File: config.mk
export PLATFORM = sky130hd
export DESIGN_NAME = hamming_arb
export DESIGN_NICKNAME = d
export VERILOG_FILES = /design/src/rtl/hamming_arb.sv
export SDC_FILE = /design/constraint.sdc
export NUM_CORES = 1
export LEC_CHECK = 0
export CORE_MARGIN = 2
export CORE_UTILIZATION = 43
export CTS_CLUSTER_SIZE = 24
export DETAILED_ROUTE_END_ITERATION = 10
export PLACE_DENSITY = 0.8
export SYNTH_ARGS = -nofsm -noshare
export SYNTH_HDL_FRONTEND = slang
export SYNTH_SLANG_ARGS = --single-unit
export TNS_END_PERCENT = 50
File: constraint.sdc
create_clock -name clk -period 2.4 [get_ports clk]
set_clock_uncertainty 0.15 [all_clocks]
set_input_delay 0.24 -clock clk [delete_from_list [all_inputs] [get_ports clk]]
set_output_delay 0.24 -clock clk [all_outputs]
set_load 0.005 [all_outputs]
File: src/rtl/hamming_arb.sv
// hamming_arb
// Two-requester round-robin front end for a single iterative Hamming-distance
// datapath. A granted operand pair is reduced BPC bits per cycle. The result
// is then offered on a valid/ready port, tagged with the owning requester.
//
// Ports
//   clk, rst                      clock, synchronous active-high reset
//   req{0,1}_valid/_ready         request handshake per requester
//   req{0,1}_val1/_val2           operand pair, sampled only on accept
//   res_valid/res_ready           result handshake
//   res_id, res_dist              owner of the result and its distance
//
// state | meaning
// ------+--------------------------------------------------------------
// IDLE  | waiting for a request; grants one of the valid requesters
// CALC  | accumulating popcount of the captured xor, BPC bits per cycle
// DONE  | result presented; held until the consumer takes it
module hamming_arb #(
    parameter int WIDTH = 16,
    parameter int BPC   = 4,
    parameter int DW    = $clog2(WIDTH + 1)
) (
    input  logic             clk,
    input  logic             rst,
    input  logic             req0_valid,
    output logic             req0_ready,
    input  logic [WIDTH-1:0] req0_val1,
    input  logic [WIDTH-1:0] req0_val2,
    input  logic             req1_valid,
    output logic             req1_ready,
    input  logic [WIDTH-1:0] req1_val1,
    input  logic [WIDTH-1:0] req1_val2,
    output logic             res_valid,
    input  logic             res_ready,
    output logic             res_id,
    output logic [DW-1:0]    res_dist
);

    localparam int N  = WIDTH / BPC;
    localparam int CW = (N > 1) ? $clog2(N) : 1;

    typedef enum logic [1:0] {IDLE, CALC, DONE} state_t;

    state_t           state_q, state_d;
    logic             ptr_q, ptr_d;
    logic [WIDTH-1:0] x_q, x_d;
    logic [DW-1:0]    acc_q, acc_d;
    logic [CW-1:0]    cnt_q, cnt_d;
    logic             id_q, id_d;
    logic             res_valid_q, res_valid_d;
    logic             res_id_q, res_id_d;
    logic [DW-1:0]    res_dist_q, res_dist_d;

    logic             grant;
    logic             accept;
    logic [DW-1:0]    acc_sum;

    function automatic logic [DW-1:0] popcnt(input logic [BPC-1:0] v);
        logic [DW-1:0] s;
        s = '0;
        for (int i = 0; i < BPC; i++) begin
            s = s + DW'(v[i]);
        end
        return s;
    endfunction

    // A lone valid requester always wins; ptr only breaks ties.
    assign grant      = (req0_valid && req1_valid) ? ptr_q : req1_valid;
    assign req0_ready = !rst && (state_q == IDLE) && req0_valid && !grant;
    assign req1_ready = !rst && (state_q == IDLE) && req1_valid && grant;
    assign accept     = req0_ready || req1_ready;

    always_comb begin
        state_d     = state_q;
        ptr_d       = ptr_q;
        x_d         = x_q;
        acc_d       = acc_q;
        cnt_d       = cnt_q;
        id_d        = id_q;
        res_valid_d = res_valid_q;
        res_id_d    = res_id_q;
        res_dist_d  = res_dist_q;
        acc_sum     = acc_q + popcnt(x_q[BPC-1:0]);

        case (state_q)
            IDLE: begin
                if (accept) begin
                    x_d     = grant ? (req1_val1 ^ req1_val2) : (req0_val1 ^ req0_val2);
                    id_d    = grant;
                    acc_d   = '0;
                    cnt_d   = '0;
                    state_d = CALC;
                end
            end
            CALC: begin
                acc_d = acc_sum;
                x_d   = x_q >> BPC;
                cnt_d = cnt_q + CW'(1);
                if (cnt_q == CW'(N - 1)) begin
                    res_dist_d  = acc_sum;
                    res_id_d    = id_q;
                    res_valid_d = 1'b1;
                    state_d     = DONE;
                end
            end
            DONE: begin
                if (res_ready) begin
                    res_valid_d = 1'b0;
                    // The requester just served loses the next tie.
                    ptr_d       = ~res_id_q;
                    state_d     = IDLE;
                end
            end
            default: state_d = IDLE;
        endcase
    end

    always_ff @(posedge clk) begin
        if (rst) begin
            state_q     <= IDLE;
            ptr_q       <= 1'b0;
            x_q         <= '0;
            acc_q       <= '0;
            cnt_q       <= '0;
            id_q        <= 1'b0;
            res_valid_q <= 1'b0;
            res_id_q    <= 1'b0;
            res_dist_q  <= '0;
        end else begin
            state_q     <= state_d;
            ptr_q       <= ptr_d;
            x_q         <= x_d;
            acc_q       <= acc_d;
            cnt_q       <= cnt_d;
            id_q        <= id_d;
            res_valid_q <= res_valid_d;
            res_id_q    <= res_id_d;
            res_dist_q  <= res_dist_d;
        end
    end

    assign res_valid = res_valid_q;
    assign res_id    = res_id_q;
    assign res_dist  = res_dist_q;

endmodule

# == Yosys cells after proc, flatten, opt, wreduce, memory -nomap -nowiden ==
# Cells that the tools add are included.
# totals
register_bits,34
inputBits,69
out_inout_bits,9
word_cells,56
# op_classes
n_addsub,5
n_eq_ne,6
mux,15
bitwise_logic,3
reduce_logical,18
# ops
cell,n
2-to-1 mux 16 bit,2
one-hot mux 16 bit (2 select lines),1
bitwise XOR 16 bit,2
one-hot mux 5 bit (2 select lines),1
2-to-1 mux 2 bit,4
AND reduction 2 bit,4
logical AND 1 bit,6
!= test 2 bit (second input constant),3
one-hot mux 2 bit (3 select lines),1
AND reduction 3 bit,2
adder 5 x 4 -> 5 bit,1
2-to-1 mux 5 bit,1
adder 3 x 1 -> 4 bit,1
equality test 2 bit (second input constant),2
one-hot mux 2 bit (2 select lines),1
nonzero test 2 bit,2
adder 2 x 1 -> 3 bit,1
2-to-1 mux 1 bit,3
adder 1 x 1 -> 2 bit,1
adder 2 x 1 -> 2 bit (second input constant),1
equality test 2 x 1 -> 1 bit (second input constant),1
zero test 1 bit,2
zero test 2 bit,1
one-hot mux 1 bit (2 select lines),1
2 further kinds,2

# == Logic depth before layout (Yosys ltp) ==
# Gate-level depths: netlist of run 1.
# depth
depth_word,7
depth_mapped,9
mapped_depth_nobuf,9

# == Worst setup path after synthesis of run 1 ==
# Ideal clock, no wire load.
# synth_timing
path_type,register to register
startpoint,reg x_q[0]
endpoint,reg acc_q[1]
setup_time_ps,128
arrival_ps,1936
required_ps,2122
path_slack_ps,186
stages_incl_launch_ff,8
n_path_buf,0
period_less_slack_ps,2214
path_cell_list,dfxtp_1 > fa_1 > inv_1 > fa_1 > inv_1 > fa_1 > a22oi_1 > nor2_1
# synth_via
elab_chain_len,5
# synth_rtl
item,line_no,text
"start, declared",46,"logic [WIDTH-1:0] x_q, x_d;"
"start signal, assigned",122,x_q <= '0;
"start signal, assigned",132,x_q <= x_d;
adder 1 x 1 -> 2 bit,62,s = s + DW'(v[i]);
adder 2 x 1 -> 3 bit,62,
adder 3 x 1 -> 4 bit,62,
adder 5 x 4 -> 5 bit,83,acc_sum = acc_q + popcnt(x_q[BPC-1:0]);
via acc_sum[1],56,logic [DW-1:0] acc_sum;
one-hot mux 5 bit (2 select lines),85,case (state_q)
"end signal, assigned",123,acc_q <= '0;
"end signal, assigned",133,acc_q <= acc_d;
"end, declared",47,"logic [DW-1:0] acc_q, acc_d;"
# The timed path passes the listed nets, and every way through them passes these cells.
# A chain may end at the register's enable or synchronous reset.

# == Worst setup path in the final report of run 1 ==
# layout_timing
startpoint,reg x_q[1]
endpoint,reg res_dist_q[2] (netlist: res_dist[2])
# layout_via
elab_chain_len,4
# layout_rtl
item,line_no,text
adder 1 x 1 -> 2 bit,62,
adder 2 x 1 -> 3 bit,62,
adder 3 x 1 -> 4 bit,62,
adder 5 x 4 -> 5 bit,83,
"end signal, assigned",138,res_dist_q <= res_dist_d;
"end, declared",52,"logic [DW-1:0] res_dist_q, res_dist_d;"
# Every way passes these cells.

==> results of run 1 <==
cell type report:
cell class | instances | area, sq um
clock buffers | 8 | 110
fillers | 356 | 1450
inverters | 5 | 18.8
multi-input cells | 160 | 1190
flip-flops and latches | 34 | 683
well taps | 52 | 65.1
repair buffers | 86 | 838
logic make-up after synthesis:
family / synth area share [%]
AOI/OAI and AO/OA: 23.9
adders and majority gates: 4.37
xor gates and xnor gates: 15.8
and+or+nand+nor: 12.8
muxes: 3.09
buffers and inverters: 5.14
DFF: 35.0
cells in the mapped netlist (2+ instances only):
| library cell | count | share of area (%) |
|---|---|---|
| sky130_fd_sc_hd__a211oi_2 | 3 | 1.9 |
| sky130_fd_sc_hd__mux2i_1 | 6 | 3.1 |
| sky130_fd_sc_hd__a211oi_1 | 14 | 5.4 |
| sky130_fd_sc_hd__o21ai_1 | 2 | 0.51 |
| sky130_fd_sc_hd__buf_6 | 2 | 1.2 |
| sky130_fd_sc_hd__clkbuf_1 | 2 | 0.39 |
| sky130_fd_sc_hd__nor2_1 | 24 | 4.6 |
| sky130_fd_sc_hd__buf_2 | 8 | 2.1 |
| sky130_fd_sc_hd__ha_1 | 2 | 1.3 |
| sky130_fd_sc_hd__nor2b_1 | 3 | 0.96 |
| sky130_fd_sc_hd__nand2b_1 | 2 | 0.64 |
| sky130_fd_sc_hd__a22oi_1 | 3 | 1.2 |
| sky130_fd_sc_hd__a221o_1 | 10 | 5.1 |
| sky130_fd_sc_hd__and2b_1 | 2 | 0.77 |
| sky130_fd_sc_hd__and2_1 | 2 | 0.64 |
| sky130_fd_sc_hd__nor3_1 | 2 | 0.51 |
| sky130_fd_sc_hd__xor2_1 | 20 | 9.0 |
| sky130_fd_sc_hd__dfxtp_1 | 34 | 35 |
| sky130_fd_sc_hd__o21ai_0 | 6 | 1.5 |
| sky130_fd_sc_hd__a21oi_1 | 21 | 5.4 |
| sky130_fd_sc_hd__inv_1 | 5 | 0.96 |
| sky130_fd_sc_hd__fa_1 | 3 | 3.1 |
| sky130_fd_sc_hd__xnor2_1 | 15 | 6.8 |
| sky130_fd_sc_hd__nor3b_1 | 2 | 0.77 |
| sky130_fd_sc_hd__nand2_1 | 4 | 0.77 |
| sky130_fd_sc_hd__nand3_1 | 4 | 1.0 |
worst register-to-register path: stages (launching register included):
cell and delay [ns]:
sky130_fd_sc_hd__dfxtp_2 0.34, sky130_fd_sc_hd__fa_1 0.50, sky130_fd_sc_hd__inv_2 0.08, sky130_fd_sc_hd__fa_2 0.21, sky130_fd_sc_hd__inv_2 0.04, sky130_fd_sc_hd__fa_2 0.38
sky130_fd_sc_hd__buf_4 0.15, sky130_fd_sc_hd__buf_4 0.12, sky130_fd_sc_hd__xnor2_1 0.11, sky130_fd_sc_hd__a211oi_1 0.19
layer usage:
metal  part of all wire [%]  GRT usage (%)
met2                     51           34.4
met5                      0              0
met4                    1.8           8.60
met3                    6.5           5.20
met1                     40           21.2
path summary, 6_finish.rpt:
path | cells after the start | slack [ns] | to | startpoint
max | 9 | 0.05 | res_dist[2]$_SDFFE_PP0P_ | x_q[1]$_SDFFE_PP0P_
min | 1 | 0.33 | ptr_q$_SDFFE_PP0P_ | res_id$_SDFFE_PP0P_
max reg2reg | 9 | 0.05 | res_dist[2]$_SDFFE_PP0P_ | x_q[1]$_SDFFE_PP0P_
min reg2reg | 1 | 0.33 | ptr_q$_SDFFE_PP0P_ | res_id$_SDFFE_PP0P_
timing repair:
action / CTS / global route
gates resized for setup: 0 / 10
buffers inserted: 0 / 2
endpoints found under the setup margin: 0 / 4
metrics by stage:
step | instances | hold WS (ns)
floorplan | 213 | 0.280
global placement | 335 | 0.309
detailed placement | 335 | 0.311
CTS | 343 | 0.326
global route | 345 | 0.338
finish | 345 | 0.326
power breakdown:
group | internal, uW | switching [uW] | leakage, uW
combinational | 203 | 138 | 0.000762
clock | 289 | 202 | 0.0000575
sequential | 599 | 26.9 | 0.000279
total | 1090 | 367 | 0.00110
registers in the layout, indices dropped and copies added, names as in the netlist:
register and count:
res_id 1, acc_q 5, id_q 1, ptr_q 1, res_dist 5, x_q 16, res_valid 1, state_q 2
cnt_q 2
==> impl_summary.log, run 1 <==
INFO  metric finalNetCount = 366
INFO  metric utilization = 66.7%
INFO  metric core_region_area = 0.00435 sq mm
INFO  metric synth_area_per_inst = 9.13 sq um
INFO  metric final_common_cell = sky130_fd_sc_hd__clkdlybuf4s50_1
INFO  metric path_delay_family = adder cells
INFO  metric routed_via_density = 5.34
INFO  metric synth_seq_area_share = 35.0%
INFO  metric max-vdd-ir-drop = 196 uV
INFO  metric cts_num_sinks = 34
INFO  metric postLayoutCellArea = 0.00290 sq mm
INFO  metric floorplan.io_pins = 78
INFO  metric fmax = 426 MHz
INFO  metric worst_slack = 0.0501 ns
INFO  metric antenna_found_initial = 0
INFO  metric detailedPlace.worstSlack = 0.0475 ns
INFO  metric synthDistinctLibCells = 38
INFO  metric worstPathArrival = 2.40 ns
INFO  metric timing.critical_path.cells = fa_1 -> inv_2 -> fa_2 -> inv_2 -> fa_2 -> buf_4 -> buf_4 -> xnor2_1 -> a211oi_1
INFO  metric cts_max_level = 2
INFO  metric clk_path_buf_depth = 2
INFO  metric synth-warning-count = 0
INFO  metric start_util = 44.7%
INFO  metric tritoncts = yes
INFO  metric grt_pass1_wl = 7820 um
INFO  metric worst_pin_slew = 0.423 ns
INFO  metric hold_viol = 0
INFO  metric floorplan.die_area = 0.00508 sq mm
INFO  metric place_area = 0.00275 sq mm
INFO  metric synth.ff_latch_count = 34
INFO  metric first_iter_violations = 56
INFO  metric fin_tns_setup = 0 ns
INFO  metric final-max-slew-violation-count = 0
INFO  metric num_vias = 1,842
INFO  metric globalRouteOverflowTotal = 0
INFO  metric drv_cap = 0
INFO  metric ys.flop_type = sky130_fd_sc_hd__dfxtp_1
INFO  metric run_status = finished, final reports clean
INFO  metric worstSkewPairLatency = 0.29 ns
INFO  metric setup-violations-final = 0
INFO  metric hold_path_class = flip-flop to flip-flop
INFO  metric synthArstFlopShare = 0%
INFO  metric netlist_instances = 213
INFO  metric globalplace.congestion = 0.767
INFO  metric wirelength = 4590 um
INFO  metric postRouteAntennaNets = 0
INFO  metric slowest_stage = sky130_fd_sc_hd__fa_1
INFO  metric power.leakage = 0.00110 uW
INFO  metric drtPass1Iterations = 4
INFO  metric required = 2.46 ns
INFO  metric dieHeight = 71.3 um
INFO  metric timing.final.crit_period = 2.35 ns
INFO  metric mostFrequentLayoutCells = 77 x sky130_fd_sc_hd__clkdlybuf4s50_1, 32 x sky130_fd_sc_hd__dfxtp_1, 24 x sky130_fd_sc_hd__nor2_1
INFO  metric die_width = 71.3 um
INFO  metric synth_enable_flop_cells = 0
INFO  metric grt_pass1_vias = 1,816
INFO  metric ctsRootBufferMaster = sky130_fd_sc_hd__clkbuf_8
INFO  metric design_power_total = 1460 uW
INFO  metric worstSetupStartpointType = flip-flop
INFO  metric antenna_cells_inserted = 0
INFO  metric cts_hold_buffers = 0
INFO  metric place.port_buffers = 77
INFO  metric dpl.hpwl = 3570 um
INFO  metric final_layout_size_suffix_gt1_share = 11.3%
INFO  metric worst_setup_hold_path_clk_slew = 0.07 ns
INFO  metric critical_path.n_buffers_inverters = 4
INFO  metric post_synth_instance_area = 0.00195 sq mm
INFO  metric postSynthNetCount = 287
INFO  metric timing.max_slew.rel_slack = 71.8%
INFO  metric critical_path.max_fanout = 3
INFO  metric grt.total_usage = 19.2%
INFO  metric drt_drc_violations_left = 0
INFO  metric min_period_over_period = 97.9%
INFO  metric p_per_area = 503 mW/mm^2
INFO  metric critPathCaptureType = flip-flop
INFO  metric routedWlPerCell = 13.3 um
INFO  metric tritoncts.num_buffers = 5
INFO  metric cp_slowest_stage_delay = 0.50 ns
INFO  metric areaGrowthSynthToFinish = 49.2%
INFO  metric grt_start_max_net_pins = 26
INFO  metric worstSetupPathType = flip-flop to flip-flop
INFO  metric placement_row_count = 24
INFO  metric grt_setup_unrepaired = true
(Power assumes the default switching activity.)
==> run 2, diff against run 1 <==
Settings changed: SKIP_LAST_GASP from default to 1.
Clock period 2.4 ns to 2.38 ns, I/O delays scaled along.
==> run 2 against run 1 <==
Largest power group unchanged. Core utilization fell by 0.60 points. Worst hold slack got worse by 0.0055 ns. Power fell by 2.9%. Sequential cell count did not move. Global-route usage fell by 0.17 points. Fmax rose by 1.5%. Sequential power rose by 0.8%. Register-to-register slack barely moved. Via count fell by 2.2%. Clock power fell by 11%.
==> impl_summary.log, run 2 (same netlist as run 1, synthesis figures left out) <==
INFO  metric required = 2.41 ns (-0.05 ns)
INFO  metric floorplan.die_area = 0.00508 sq mm (unchanged)
INFO  metric fmax = 432 MHz (+1.5%)
INFO  metric dpl.hpwl = 3470 um (-2.8%)
INFO  metric utilization = 66.1% (-0.60 points)
INFO  metric core_region_area = 0.00435 sq mm (unchanged)
INFO  metric worst_slack = 0.0641 ns (+0.0140 ns)
INFO  metric mostFrequentLayoutCells = 77 x sky130_fd_sc_hd__clkdlybuf4s50_1, 32 x sky130_fd_sc_hd__dfxtp_1, 24 x sky130_fd_sc_hd__nor2_1
INFO  metric dieHeight = 71.3 um (unchanged)
INFO  metric registers.top_by_ff_count = x_q
INFO  metric hold-path-cell-count = 1 (unchanged)
INFO  metric num_vias = 1,802 (-2.2%)
INFO  metric globalRouteOverflowTotal = 0 (unchanged)
INFO  metric die_width = 71.3 um (unchanged)
INFO  metric final_layout_size_suffix_gt1_share = 10.6% (-0.65 points)
INFO  metric critical_path.max_fanout = 2 (-1)
INFO  metric cts_num_sinks = 34 (unchanged)
INFO  metric worstSkewPairLatency = 0.29 ns (about the same)
INFO  metric routed_via_density = 5.24 (-1.9%)
INFO  metric clk_path_buf_depth = 2 (unchanged)
INFO  metric grt_setup_unrepaired = true
INFO  metric antenna_found_initial = 0 (unchanged)
INFO  metric largest_reg_flops = 16 (unchanged)
INFO  metric tritoncts.num_buffers = 5 (unchanged)
INFO  metric timing.max_slew.rel_slack = 71.4% (-0.38 points)
INFO  metric detailedPlace.worstSlack = 0.0290 ns (-0.0184 ns)
INFO  metric cts_hold_buffers = 0 (unchanged)
INFO  metric antenna_cells_inserted = 0 (unchanged)
INFO  metric floorplan.io_pins = 78 (unchanged)
INFO  metric run_status = finished, final reports clean
INFO  metric final_common_cell = sky130_fd_sc_hd__clkdlybuf4s50_1
INFO  metric grt.total_usage = 19.1% (-0.17 points)
INFO  metric placement_row_count = 24 (unchanged)
INFO  metric cts_max_level = 2 (unchanged)
INFO  metric tritoncts = yes
INFO  metric min_period_over_period = 97.3% (-0.60 points)
INFO  metric postRouteAntennaNets = 0 (unchanged)
INFO  metric areaGrowthSynthToFinish = 47.8%
INFO  metric setup-violations-final = 0 (unchanged)
INFO  metric p_per_area = 493 mW/mm^2 (-2.0%)
INFO  metric grt_pass1_vias = 1,752 (-3.5%)
INFO  metric place.port_buffers = 77 (unchanged)
INFO  metric worstPathArrival = 2.34 ns (-0.06 ns)
INFO  metric power.leakage = 0.00108 uW (-1.7%)
INFO  metric grt_start_max_net_pins = 26 (unchanged)
INFO  metric start_util = 44.7% (unchanged)
INFO  metric max-vdd-ir-drop = 258 uV (+32%)
INFO  metric worst-r2r-cell-count = 7 (-2)
INFO  metric timing.final.crit_period = 2.32 ns (-0.0340 ns)
INFO  metric drv_cap = 0 (unchanged)
INFO  metric worst_setup_hold_path_clk_slew = 0.07 ns (about the same)
INFO  metric drtPass1Iterations = 4 (unchanged)
INFO  metric drt_drc_violations_left = 0 (unchanged)
INFO  metric final-max-slew-violation-count = 0 (unchanged)
INFO  metric critPathCaptureType = flip-flop
INFO  metric routedWlPerCell = 13.2 um (-0.65%)
INFO  metric worst_pin_slew = 0.429 ns (+0.00576 ns)
INFO  metric finalNetCount = 365 (-0.27%)
INFO  metric grt_pass1_wl = 7830 um (+0.18%)
INFO  metric first_iter_violations = 80 (+43%)
INFO  metric hold_viol = 0 (unchanged)
INFO  metric globalplace.congestion = 0.766 (about the same)
INFO  metric ctsRootBufferMaster = sky130_fd_sc_hd__clkbuf_8
INFO  metric worstSetupPathType = flip-flop to flip-flop
INFO  metric worstSetupStartpointType = flip-flop
INFO  metric wirelength = 4550 um (-0.94%)
INFO  metric hold_path_class = flip-flop to flip-flop
-- run 2: final cells by class --
class,count,area (sq um)
well taps,52,65.1
clock buffers,7,86.3
flip-flops and latches,34,683
inverters,5,18.8
fillers,375,1480
repair buffers,85,831
clock inverters,1,5.00
multi-input cells,160,1190
-- run 2: per-stage QoR --
step	instance area [sq um]	total power, uW	hold slack (ns)	std cells	TNS (ns)
after CTS	2840	1410	0.326	343	0
after global routing	2880	1490	0.336	344	-0.0269
final	2880	1420	0.321	344	0
after detailed placement	2750	980	0.310	335	0
after global placement	2750	971	0.308	335	0
after floorplan	1950	811	0.278	213	0
-- run 2: critical path: stages (launching register included) --
cell and delay (ns):
sky130_fd_sc_hd__dfxtp_2 0.34, sky130_fd_sc_hd__fa_1 0.55, sky130_fd_sc_hd__inv_2 0.05, sky130_fd_sc_hd__fa_2 0.36, sky130_fd_sc_hd__inv_2 0.07, sky130_fd_sc_hd__fa_2 0.45, sky130_fd_sc_hd__a22oi_2 0.18, sky130_fd_sc_hd__nor2_1 0.05
-- run 2: what timing repair did --
item / CTS / global route
resized for setup: 0 / 9
setup buffers: 0 / 1
endpoints found under the setup margin: 0 / 5
-- run 2: routing by layer --
metal | track usage [%] | share of wire, %
met1 | 23.8 | 43
met2 | 32.2 | 50
met3 | 4.36 | 5.1
met4 | 6.92 | 1.3
met5 | 0 | 0
-- run 2: final timing paths --
check | startpoint | endpoint | slack [ns]
hold reg to reg | x_q[11]$_SDFFE_PP0P_ | x_q[11]$_SDFFE_PP0P_ | 0.32
hold / removal | x_q[11]$_SDFFE_PP0P_ | x_q[11]$_SDFFE_PP0P_ | 0.32
setup / recovery | x_q[3]$_SDFFE_PP0P_ | acc_q[1]$_SDFFE_PP0P_ | 0.06
setup reg to reg | x_q[3]$_SDFFE_PP0P_ | acc_q[1]$_SDFFE_PP0P_ | 0.06
-- run 2: power by group --
part,switching (uW),leakage [uW],total [uW],internal (uW)
logic,142,0.000753,351,208
registers,26.5,0.000279,631,604
clock network,203,0.0000482,436,233
total,372,0.00108,1420,1050
==> run 3, diff against run 2 <==
Settings changed: CORE_MARGIN 2 to default.
==> run 3 against run 2 <==
Sequential power is essentially flat. Sequential cell count unchanged. Cell area decreased by 0.87%. Routed wire length down 5.6%. Cell count decreased by 0.29%. Core utilization shrank 0.57 points. Register-to-register slack is essentially flat. Die area shrank 5.5%. Highest routed layer unchanged.
==> impl_summary.log, run 3 (same netlist as run 1, synthesis figures left out) <==
INFO  metric run_status = finished, final reports clean
INFO  metric num_vias = 1,809 (+0.39%)
INFO  metric crit-reg2reg-capture = acc_q[1]$_SDFFE_PP0P_
INFO  metric critPathCaptureType = flip-flop
INFO  metric place.port_buffers = 77 (unchanged)
INFO  metric globalRouteOverflowTotal = 0 (unchanged)
INFO  metric largest_reg_flops = 16 (unchanged)
INFO  metric timing.max_slew.rel_slack = 70.0% (-1.4 points)
INFO  metric drtPass1Iterations = 4 (unchanged)
INFO  metric cts_hold_buffers = 0 (unchanged)
INFO  metric tritoncts.num_buffers = 5 (unchanged)
INFO  metric antenna_found_initial = 0 (unchanged)
INFO  metric cts_num_sinks = 34 (unchanged)
INFO  metric crit_path_end = acc_q[1]$_SDFFE_PP0P_
INFO  metric num-fill-cells = 355 (-5.3%)
INFO  metric final-max-slew-violation-count = 0 (unchanged)
INFO  metric antenna_cells_inserted = 0 (unchanged)
INFO  metric cts_max_level = 2 (unchanged)
INFO  metric start_util = 44.7% (unchanged)
INFO  metric routed_via_density = 5.27 (+0.68%)
INFO  metric post_cts_buffers = 0 (unchanged)
INFO  metric r2r_start = x_q[0]$_SDFFE_PP0P_
INFO  metric floorplan.die_area = 0.00480 sq mm (-5.5%)
INFO  metric die_width = 69.3 um (-2.8%)
INFO  metric multi_input_area = 0.00117 sq mm (-1.3%)
INFO  metric wirelength = 4300 um (-5.6%)
INFO  metric grt_start_max_net_pins = 26 (unchanged)
INFO  metric worst_setup_hold_path_clk_slew = 0.07 ns (about the same)
INFO  metric grt_setup_unrepaired = true
INFO  metric routedWlPerCell = 12.5 um (-5.3%)
INFO  metric mostFrequentLayoutCells = 77 x sky130_fd_sc_hd__clkdlybuf4s50_1, 34 x sky130_fd_sc_hd__dfxtp_1, 24 x sky130_fd_sc_hd__nor2_1
INFO  metric hold_viol = 0 (unchanged)
INFO  metric finalNetCount = 364 (-0.27%)
INFO  metric postRouteAntennaNets = 0 (unchanged)
INFO  metric worstSetupStartpointType = flip-flop
INFO  metric grt_pass1_vias = 1,672 (-4.6%)
INFO  metric place_area = 0.00275 sq mm (unchanged)
INFO  metric max-vdd-ir-drop = 227 uV (-12%)
INFO  metric dieHeight = 69.3 um (-2.8%)
INFO  metric worst-r2r-cell-count = 7 (unchanged)
INFO  metric p_per_area = 491 mW/mm^2 (-0.45%)
INFO  metric rrSetupSlack = 0.06 ns (about the same)
INFO  metric worst_pin_slew = 0.449 ns (+0.0206 ns)
INFO  metric power.leakage = 0.00107 uW (-0.65%)
INFO  metric tritoncts = yes
INFO  metric ctsRootBufferMaster = sky130_fd_sc_hd__clkbuf_8
INFO  metric startpoint = x_q[0]$_SDFFE_PP0P_
INFO  metric setup-violations-final = 0 (unchanged)
INFO  metric drv_cap = 0 (unchanged)
INFO  metric placement_row_count = 24 (unchanged)
INFO  metric clk_path_buf_depth = 2 (unchanged)
INFO  metric ff_latch_area = 681 sq um (-0.37%)
INFO  metric design_power_total = 1400 uW (-1.3%)
INFO  metric floorplan.io_pins = 78 (unchanged)
INFO  metric grt_pass1_wl = 7490 um (-4.4%)
INFO  metric final_common_cell = sky130_fd_sc_hd__clkdlybuf4s50_1
INFO  metric required = 2.40 ns (about the same)
INFO  metric worstSetupPathType = flip-flop to flip-flop
INFO  metric drt_drc_violations_left = 0 (unchanged)
INFO  metric utilization = 65.5% (-0.57 points)
INFO  metric areaGrowthSynthToFinish = 46.6%
INFO  metric registers.top_by_ff_count = x_q
INFO  metric critical_path.max_fanout = 2 (unchanged)
INFO  metric final_layout_size_suffix_gt1_share = 7.90% (-2.7 points)
INFO  metric worstPathArrival = 2.34 ns (about the same)
INFO  metric timing.final.crit_period = 2.32 ns (+0.00243 ns)
INFO  metric first_iter_violations = 65 (-19%)
INFO  metric core_region_area = 0.00435 sq mm (unchanged)
INFO  metric hold_path_class = flip-flop to flip-flop
INFO  metric globalplace.congestion = 0.778 (+1.6%)
INFO  metric grt.total_usage = 19.1% (+0.050 points)
INFO  metric worstSkewPairLatency = 0.28 ns (about the same)
INFO  metric fmax = 431 MHz (-0.10%)
INFO  metric postLayoutCellArea = 0.00285 sq mm (-0.87%)
INFO  metric dpl.hpwl = 3310 um (-4.5%)
INFO  metric min_period_over_period = 97.4% (+0.10 points)
==> run 3: cell type report <==
class / instances / area share, %
clock buffers: 7 / 3.03
clock inverters: 1 / 0.176
inverters: 5 / 0.658
multi-input cells: 160 / 41.1
flip-flops and latches: 34 / 23.9
well taps: 52 / 2.28
repair buffers: 84 / 28.9
==> run 3: worst min-delay path by stage <==
stage	endpoint	start	slack (ns)	depth (start not counted)
after global placement	x_q[11]$_SDFFE_PP0P_	x_q[11]$_SDFFE_PP0P_	0.31	1
final	ptr_q$_SDFFE_PP0P_	res_id$_SDFFE_PP0P_	0.31	1
after detailed placement	ptr_q$_SDFFE_PP0P_	res_id$_SDFFE_PP0P_	0.31	1
after floorplan	id_q$_SDFFE_PP0P_	req0_valid	0.28	3
after CTS	ptr_q$_SDFFE_PP0P_	res_id$_SDFFE_PP0P_	0.31	1
after global routing	ptr_q$_SDFFE_PP0P_	res_id$_SDFFE_PP0P_	0.34	1
==> run 3: per-stage QoR <==
| stage | setup slack (ns) | cells | hold slack, ns | TNS [ns] |
|---|---|---|---|---|
| floorplan | 0.166 | 213 | 0.278 | 0 |
| global placement | 0.117 | 335 | 0.308 | 0 |
| detailed placement | 0.0679 | 335 | 0.309 | 0 |
| CTS | 0.0666 | 343 | 0.314 | 0 |
| global route | -0.0403 | 343 | 0.339 | -0.0493 |
| finish | 0.0617 | 343 | 0.312 | 0 |
==> run 3: power by group <==
part           switching [uW]  internal, uW  leakage, uW
sequential               25.9           603     0.000278
combinational             134           201     0.000747
clock                     201           233    0.0000482
total                     361          1040      0.00107
==> run 3: repair_timing <==
action,CTS,global route
gates resized for setup,0,2
hold endpoints to repair,0,0
setup endpoints to repair,0,4
==> run 3: critical path: stages, from the launching register on <==
cell and delay (ns):
sky130_fd_sc_hd__dfxtp_1 0.33, sky130_fd_sc_hd__fa_1 0.53, sky130_fd_sc_hd__inv_1 0.05, sky130_fd_sc_hd__fa_1 0.38, sky130_fd_sc_hd__inv_1 0.09, sky130_fd_sc_hd__fa_2 0.44
sky130_fd_sc_hd__a22oi_1 0.19, sky130_fd_sc_hd__nor2_1 0.06
==> run 3: per-layer routing <==
| metal | global-route usage [%] | share of wire [%] |
|---|---|---|
| met1 | 23.3 | 43 |
| met2 | 31.8 | 50 |
| met3 | 5.38 | 4.8 |
| met4 | 7.26 | 1.8 |
| met5 | 0 | 0 |
